<file path="config.mk">
export PLATFORM = sky130hd
export DESIGN_NAME = cp0_exc_unit
export DESIGN_NICKNAME = d
export VERILOG_FILES = /design/src/rtl/cp0_exc_unit.sv
export SDC_FILE = /design/constraint.sdc
export NUM_CORES = 1
export LEC_CHECK = 0
export ABC_CLOCK_PERIOD_IN_PS = 4800
export BUFFER_PORTS_ARGS = -buffer_cell sky130_fd_sc_hd__buf_2
export CORE_ASPECT_RATIO = 1.75
export CORE_MARGIN = 2
export CORE_UTILIZATION = 50
export CTS_CLUSTER_SIZE = 10
export DETAILED_ROUTE_END_ITERATION = 16
export PLACE_DENSITY = 0.88
export SLEW_MARGIN = 10
export SYNTH_ARGS = -nofsm -noshare
export SYNTH_HDL_FRONTEND = slang
export SYNTH_SLANG_ARGS = --single-unit
export TNS_END_PERCENT = 5
</file>
<file path="constraint.sdc">
create_clock -name clk -period 4.8 [get_ports clk]
set_input_delay 0 -clock clk [delete_from_list [all_inputs] [get_ports clk]]
set_output_delay 0 -clock clk [all_outputs]
set_load 0.02 [all_outputs]
</file>
<file path="src/rtl/cp0_exc_unit.sv">
// CP0 register file and precise-exception resolver sitting at the WB stage.
// Resolves interrupt / exception / ERET / MTC0 priority and drives the flush-redirect bus.
module cp0_exc_unit #(
  parameter int          NUM_HW_INT = 6,
  parameter logic [31:0] EXC_VECTOR = 32'hBFC0_0380,
  parameter int          COUNT_DIV  = 2
) (
  input  logic                                          clk,
  input  logic                                          resetn,
  input  logic                                          wb_valid,
  input  logic [31:0]                                   wb_pc,
  input  logic                                          wb_is_ds,
  input  logic                                          wb_exc,
  input  logic [4:0]                                    wb_exc_code,
  input  logic                                          wb_bad_we,
  input  logic [31:0]                                   wb_badvaddr,
  input  logic                                          wb_eret,
  input  logic                                          wb_mtc0,
  input  logic [7:0]                                    cp0_addr,
  input  logic [31:0]                                   cp0_wdata,
  output logic [31:0]                                   cp0_rdata,
  input  logic [((NUM_HW_INT > 0) ? NUM_HW_INT : 1)-1:0] hw_int,
  output logic                                          commit,
  output logic                                          flush,
  output logic [31:0]                                   flush_pc,
  output logic [31:0]                                   status_o,
  output logic [31:0]                                   cause_o,
  output logic [31:0]                                   epc_o
);

  localparam logic [7:0] ADDR_BADVADDR = 8'h40;
  localparam logic [7:0] ADDR_COUNT    = 8'h48;
  localparam logic [7:0] ADDR_COMPARE  = 8'h58;
  localparam logic [7:0] ADDR_STATUS   = 8'h60;
  localparam logic [7:0] ADDR_CAUSE    = 8'h68;
  localparam logic [7:0] ADDR_EPC      = 8'h70;
  localparam logic [3:0] PRESC_LAST    = 4'(COUNT_DIV - 1);

  logic [7:0]  status_im;
  logic        status_exl;
  logic        status_ie;
  logic        cause_bd;
  logic        cause_ti;
  logic [5:0]  ip_hw;
  logic [1:0]  ip_sw;
  logic [4:0]  exc_code;
  logic [31:0] epc;
  logic [31:0] badvaddr;
  logic [31:0] count;
  logic [31:0] compare;
  logic [3:0]  presc;

  logic [5:0]  hw_ext;
  logic [7:0]  cause_ip;
  logic [31:0] status_val;
  logic [31:0] cause_val;
  logic        int_req;
  logic        take_exc;
  logic        do_eret;
  logic        mtc0_we;
  logic        wr_count;
  logic        wr_compare;
  logic        wr_status;
  logic        wr_cause;
  logic        wr_epc;
  logic        count_tick;
  logic        timer_hit;

  // Unused interrupt lines tie off to zero so IP bits beyond NUM_HW_INT read 0.
  for (genvar gi = 0; gi < 6; gi++) begin : g_hw
    if (gi < NUM_HW_INT) begin : g_on
      assign hw_ext[gi] = hw_int[gi];
    end else begin : g_off
      assign hw_ext[gi] = 1'b0;
    end
  end

  assign cause_ip   = {ip_hw[5] | cause_ti, ip_hw[4:0], ip_sw};
  assign status_val = {9'b0, 1'b1, 6'b0, status_im, 6'b0, status_exl, status_ie};
  assign cause_val  = {cause_bd, cause_ti, 14'b0, cause_ip, 1'b0, exc_code, 2'b0};

  assign int_req  = status_ie & ~status_exl & (|(cause_ip & status_im));
  assign flush    = resetn & wb_valid & (int_req | wb_exc | wb_eret);
  assign commit   = resetn & wb_valid & ~flush;
  assign take_exc = flush & (int_req | wb_exc);
  assign do_eret  = flush & ~int_req & ~wb_exc;
  assign flush_pc = (int_req | wb_exc) ? EXC_VECTOR : epc;

  assign mtc0_we    = commit & wb_mtc0;
  assign wr_count   = mtc0_we & (cp0_addr == ADDR_COUNT);
  assign wr_compare = mtc0_we & (cp0_addr == ADDR_COMPARE);
  assign wr_status  = mtc0_we & (cp0_addr == ADDR_STATUS);
  assign wr_cause   = mtc0_we & (cp0_addr == ADDR_CAUSE);
  assign wr_epc     = mtc0_we & (cp0_addr == ADDR_EPC);

  assign count_tick = (presc == PRESC_LAST);
  assign timer_hit  = (count == compare);

  assign status_o = status_val;
  assign cause_o  = cause_val;
  assign epc_o    = epc;

  always_comb begin
    cp0_rdata = 32'h0;
    case (cp0_addr)
      ADDR_BADVADDR: cp0_rdata = badvaddr;
      ADDR_COUNT:    cp0_rdata = count;
      ADDR_COMPARE:  cp0_rdata = compare;
      ADDR_STATUS:   cp0_rdata = status_val;
      ADDR_CAUSE:    cp0_rdata = cause_val;
      ADDR_EPC:      cp0_rdata = epc;
      default:       cp0_rdata = 32'h0;
    endcase
  end

  always_ff @(posedge clk) begin
    if (!resetn) begin
      status_im  <= 8'h0;
      status_exl <= 1'b0;
      status_ie  <= 1'b0;
    end else if (take_exc) begin
      status_exl <= 1'b1;
    end else if (do_eret) begin
      status_exl <= 1'b0;
    end else if (wr_status) begin
      status_im  <= cp0_wdata[15:8];
      status_exl <= cp0_wdata[1];
      status_ie  <= cp0_wdata[0];
    end
  end

  // IP and TI keep running while WB is idle; BD/ExcCode/IP_sw only move on a WB event.
  always_ff @(posedge clk) begin
    if (!resetn) begin
      cause_bd <= 1'b0;
      cause_ti <= 1'b0;
      ip_hw    <= 6'h0;
      ip_sw    <= 2'h0;
      exc_code <= 5'h0;
    end else begin
      ip_hw <= hw_ext;
      if (wr_compare) begin
        cause_ti <= 1'b0;
      end else if (timer_hit) begin
        cause_ti <= 1'b1;
      end
      if (take_exc) begin
        exc_code <= int_req ? 5'd0 : wb_exc_code;
        if (!status_exl) begin
          cause_bd <= wb_is_ds;
        end
      end else if (wr_cause) begin
        ip_sw <= cp0_wdata[9:8];
      end
    end
  end

  always_ff @(posedge clk) begin
    if (!resetn) begin
      epc <= 32'h0;
    end else if (take_exc) begin
      if (!status_exl) begin
        epc <= wb_is_ds ? (wb_pc - 32'd4) : wb_pc;
      end
    end else if (wr_epc) begin
      epc <= cp0_wdata;
    end
  end

  always_ff @(posedge clk) begin
    if (!resetn) begin
      badvaddr <= 32'h0;
    end else if (take_exc && wb_bad_we && !int_req) begin
      badvaddr <= wb_badvaddr;
    end
  end

  always_ff @(posedge clk) begin
    if (!resetn) begin
      count <= 32'h0;
      presc <= 4'h0;
    end else if (wr_count) begin
      count <= cp0_wdata;
      presc <= 4'h0;
    end else if (count_tick) begin
      count <= count + 32'd1;
      presc <= 4'h0;
    end else begin
      presc <= presc + 4'd1;
    end
  end

  always_ff @(posedge clk) begin
    if (!resetn) begin
      compare <= 32'h0;
    end else if (wr_compare) begin
      compare <= cp0_wdata;
    end
  end

endmodule

</file>
==> impl_metrics.yaml <==
place:
  post_dp_cell_area_mm2: 0.01069
  portBuffers: 245
  post-dp-hpwl_um: 28310
  place_inst: 1588
  gp_congestion: 0.9936
critical_path:
  worstReg2RegEnd: "epc_o[18]$_SDFFE_PN0P_"
  crit_path_start_kind: "flop"
  worstPathRequired_ps: 5070
  critPathKind: "reg2reg"
  cp_data_arrival_time_ps: 3350
  reg2regPathDepth: 6
  cp-end-kind: "flop"
  ff2ff_setup_slack_ps: 1720
  cp_max_fo: 15
  r2r-start: "status_im[1]$_SDFFE_PN0P_"
synthesis:
  ys.flop_type: "dfxtp_1"
  synth_area_leaders: "dfxtp_1 33%, nand2_1 7.8%, mux2i_1 6.6%, xnor2_1 6.1%, buf_4 4.1%"
  ys_ff_latch: 157
  synth_edf_count: 0
  synth_area_mm2: 0.009600
  synth_top_family_by_area: "simple AND/OR/NAND/NOR gates"
  synth.most_common_cell: "nand2_1"
  synth_simple_gate_area_share_pct: 24.64
  avgSynthCellArea_um2: 8.061
  yosys.area.top_type_share_pct: 32.74
  async_reset_ff_share_pct: 0
  muxShareOfSynthArea_pct: 8.914
  post-synth-top-area-cell: "dfxtp_1"
  synth-seq-area-share_pct: 32.74
  synth_cell_type_count: 68
  synthAdderAreaFrac_pct: 0.5213
  synth_compound_area_share_pct: 16.63
  synthXorXnorAreaFrac_pct: 7.754
  ys_warn_count: 0
  ys_top_cells_by_count: "199 x nand2_1, 157 x dfxtp_1, 80 x clkbuf_1"
  syn-instance-count: 1191
sta:
  skew_ps: 19.53
  slew_violations: 0
  tightestPinTransition_ps: 1254
  period_needed_ps: 3082
  rsz0062_at_grt: "false"
  clock.fmax_mhz: 324.4
  finalHoldViolCount: 0
  maxSlewHeadroom_pct: 15.92
  setup_violations: 0
  tns_ps: 0
  timing.final.crit_share_pct: 64.22
clock_network:
  clock_latency_ps: 440
  root_buffer: "clkbuf_16"
  cts_resized: 0
  postCtsSetupRepairBufs: 0
  clk_pin_slew_ps: 80
  cts_sinks: 157
  cts_buffer_depth: 2
  cts_buffers: 17
  cts.htree.levels: 4
  cts_tree: "yes"
power_and_ir_drop:
  p_sw_share_pct: 29.46
  comb_power_share_pct: 15.7
  powerDensity_mw_per_mm2: 270.0
  p_clk_share_pct: 42.0
  leakage_nw: 5.079
  switchingPower_w: 0.0009730
  ir_drop_uv: 259.6
  p_int_w: 0.002329
  seq_power_share_pct: 42.2
final_layout:
  fin_cells: 1715
  utilization_pct: 64.27
  finalNetCount: 1587
  final_area_mm2: 0.01223
  syn_to_final_growth_pct: 27.39
  post_route_cells_drive_above_1_share_pct: 22.13
hold_path:
  hold_path_startpoint: "wb_pc[14]"
  holdCritPathClass: "in2reg"
  min_to: "epc_o[14]$_SDFFE_PN0P_"
  whs_path_depth: 4
die:
  core_area_mm2: 0.01903
  die_area_mm2: 0.02037
  fp-row-count: 67
  pin_count: 285
  start_util_pct: 50.45
  die_w_um: 108.7
  die_h_um: 187.3
global_route:
  grt_pass1_vias: 10727
  grt_max_degree: 111
  grt_antenna_before_repair: 3
  overflow: 0
  grt_pass1_wl_um: 60690
  grt.total_usage_pct: 39.68
route:
  route.detailed.drc: 0
  vias_per_cell: 6.467
  first_pass_iters: 7
  drtIter0Drc: 1550
  wirelength_um: 40980
  avgRoutedWirePerCell_um: 23.89
  ant_nets: 0
  vias: 11091
outcome:
  status: "finished, final reports clean"
flow_run:
  maxCapViolations: 0
[cell type report]
type | instances | area [um^2]
Antenna cell | 1 | 2.502
Clock buffer | 18 | 439.2
Clock inverter | 14 | 158.9
Fill cell | 1484 | 6799
Inverter | 23 | 86.33
Multi-Input combinational cell | 904 | 5794
Sequential cell | 157 | 3143
Tap cell | 241 | 301.5
Timing Repair Buffer | 357 | 2305
[layer usage]
layer | part of all wire, % | track usage [%] | vias up | wire length, um
met1 | 31 | 39.54 | 4988 | 12670
met4 | 13 | 41.27 | 0 | 5397
met5 | 0 | 0 | - | 0
met2 | 45 | 62.81 | 1024 | 18420
met3 | 11 | 10.66 | 347 | 4489
li1 | - | - | 4732 | -
[through the flow]
stage / hold slack, ps / worst slack (ps) / total power (W)
after floorplan: 88.67 / 2667 / 0.001690
after global placement: 204.8 / 1867 / 0.001848
after global routing: 27.97 / 1688 / 0.003375
final: 10.11 / 1718 / 0.003302
after detailed placement: 213.5 / 1922 / 0.001854
after CTS: 5.315 / 1891 / 0.003261
[worst max-delay path by stage]
| stage | from | to | slack, ps |
|---|---|---|---|
| global route | status_im[1]$_SDFFE_PN0P_ | epc_o[23]$_SDFFE_PN0P_ | 1690 |
| finish | status_im[1]$_SDFFE_PN0P_ | epc_o[18]$_SDFFE_PN0P_ | 1720 |
| CTS | status_im[1]$_SDFFE_PN0P_ | commit | 1890 |
| detailed placement | cp0_addr[0] | cp0_rdata[7] | 1920 |
| global placement | cp0_addr[0] | cp0_rdata[7] | 1870 |
| floorplan | status_im[1]$_SDFFE_PN0P_ | epc_o[4]$_SDFFE_PN0P_ | 2670 |
[placed cells by master (no fill, tap or decap), drive strengths merged, types with 5 or more instances in the layout]
master | netlist | final
and3 | 8 | 8
and2 | 22 | 22
o2bb2ai | 7 | 7
nand2b | 12 | 12
o31ai | 18 | 18
o2111ai | 9 | 9
a22oi | 49 | 49
xor2 | 18 | 18
buf | 64 | 263
o32ai | 7 | 7
dlygate4sd3 | 0 | 94
mux4 | 7 | 7
a211oi | 16 | 16
xnor2 | 67 | 67
mux2 | 6 | 6
nor3b | 7 | 7
nor2 | 55 | 55
or3 | 5 | 5
o21ai | 43 | 43
nand3 | 22 | 22
nand2 | 199 | 199
nor3 | 47 | 47
mux2i | 63 | 63
nor4 | 14 | 14
o211ai | 11 | 11
clkinv | 1 | 6
a32oi | 14 | 14
inv | 22 | 27
and4 | 7 | 7
conb | 2 | 39
clkbuf | 80 | 18
nand4 | 53 | 53
a21oi | 28 | 28
dfxtp | 157 | 157
[worst max-delay path: stages, from the launching register on]
cell and delay, ps:
dfxtp_1 340, a222oi_1 670, nor2b_1 400, a21boi_1 150, buf_4 220, o211ai_1 900, o211ai_1 230
[kinds of logic (layout without fill, tap and decap cells)]
kind of cell	count (synthesis)	in the layout
simple gates	472	472
compound gates	228	228
buf+inv	167	412
flops	157	157
xor+xnor	85	85
mux	76	76
fa+ha+maj	4	4
other cells	2	40
[power by group through the flow]
stage               Sequential, W  Clock (W)  Combinational, W
detailed placement        0.00142          0          0.000436
global route              0.00140    0.00143          0.000550
finish                    0.00140    0.00139          0.000519
floorplan                 0.00141          0          0.000277
CTS                       0.00139    0.00137          0.000498
global placement          0.00142          0          0.000430
[what timing repair did]
action / 4_1_cts / 5_1_grt
setup endpoints to repair: 0 / 0
hold endpoints to repair: 128 / 0
hold buffers: 94 / 0
[registers in the layout, indices dropped and copies added (netlist names)]
name and cells:
badvaddr 32, compare 32, epc_o 32, ip_sw 2, status_ie 1, cause_ti 1, ip_hw 6, count 32
status_im 8, presc 4, status_exl 1, cause_bd 1, exc_code 5
Power figures use the tool's default switching activity.
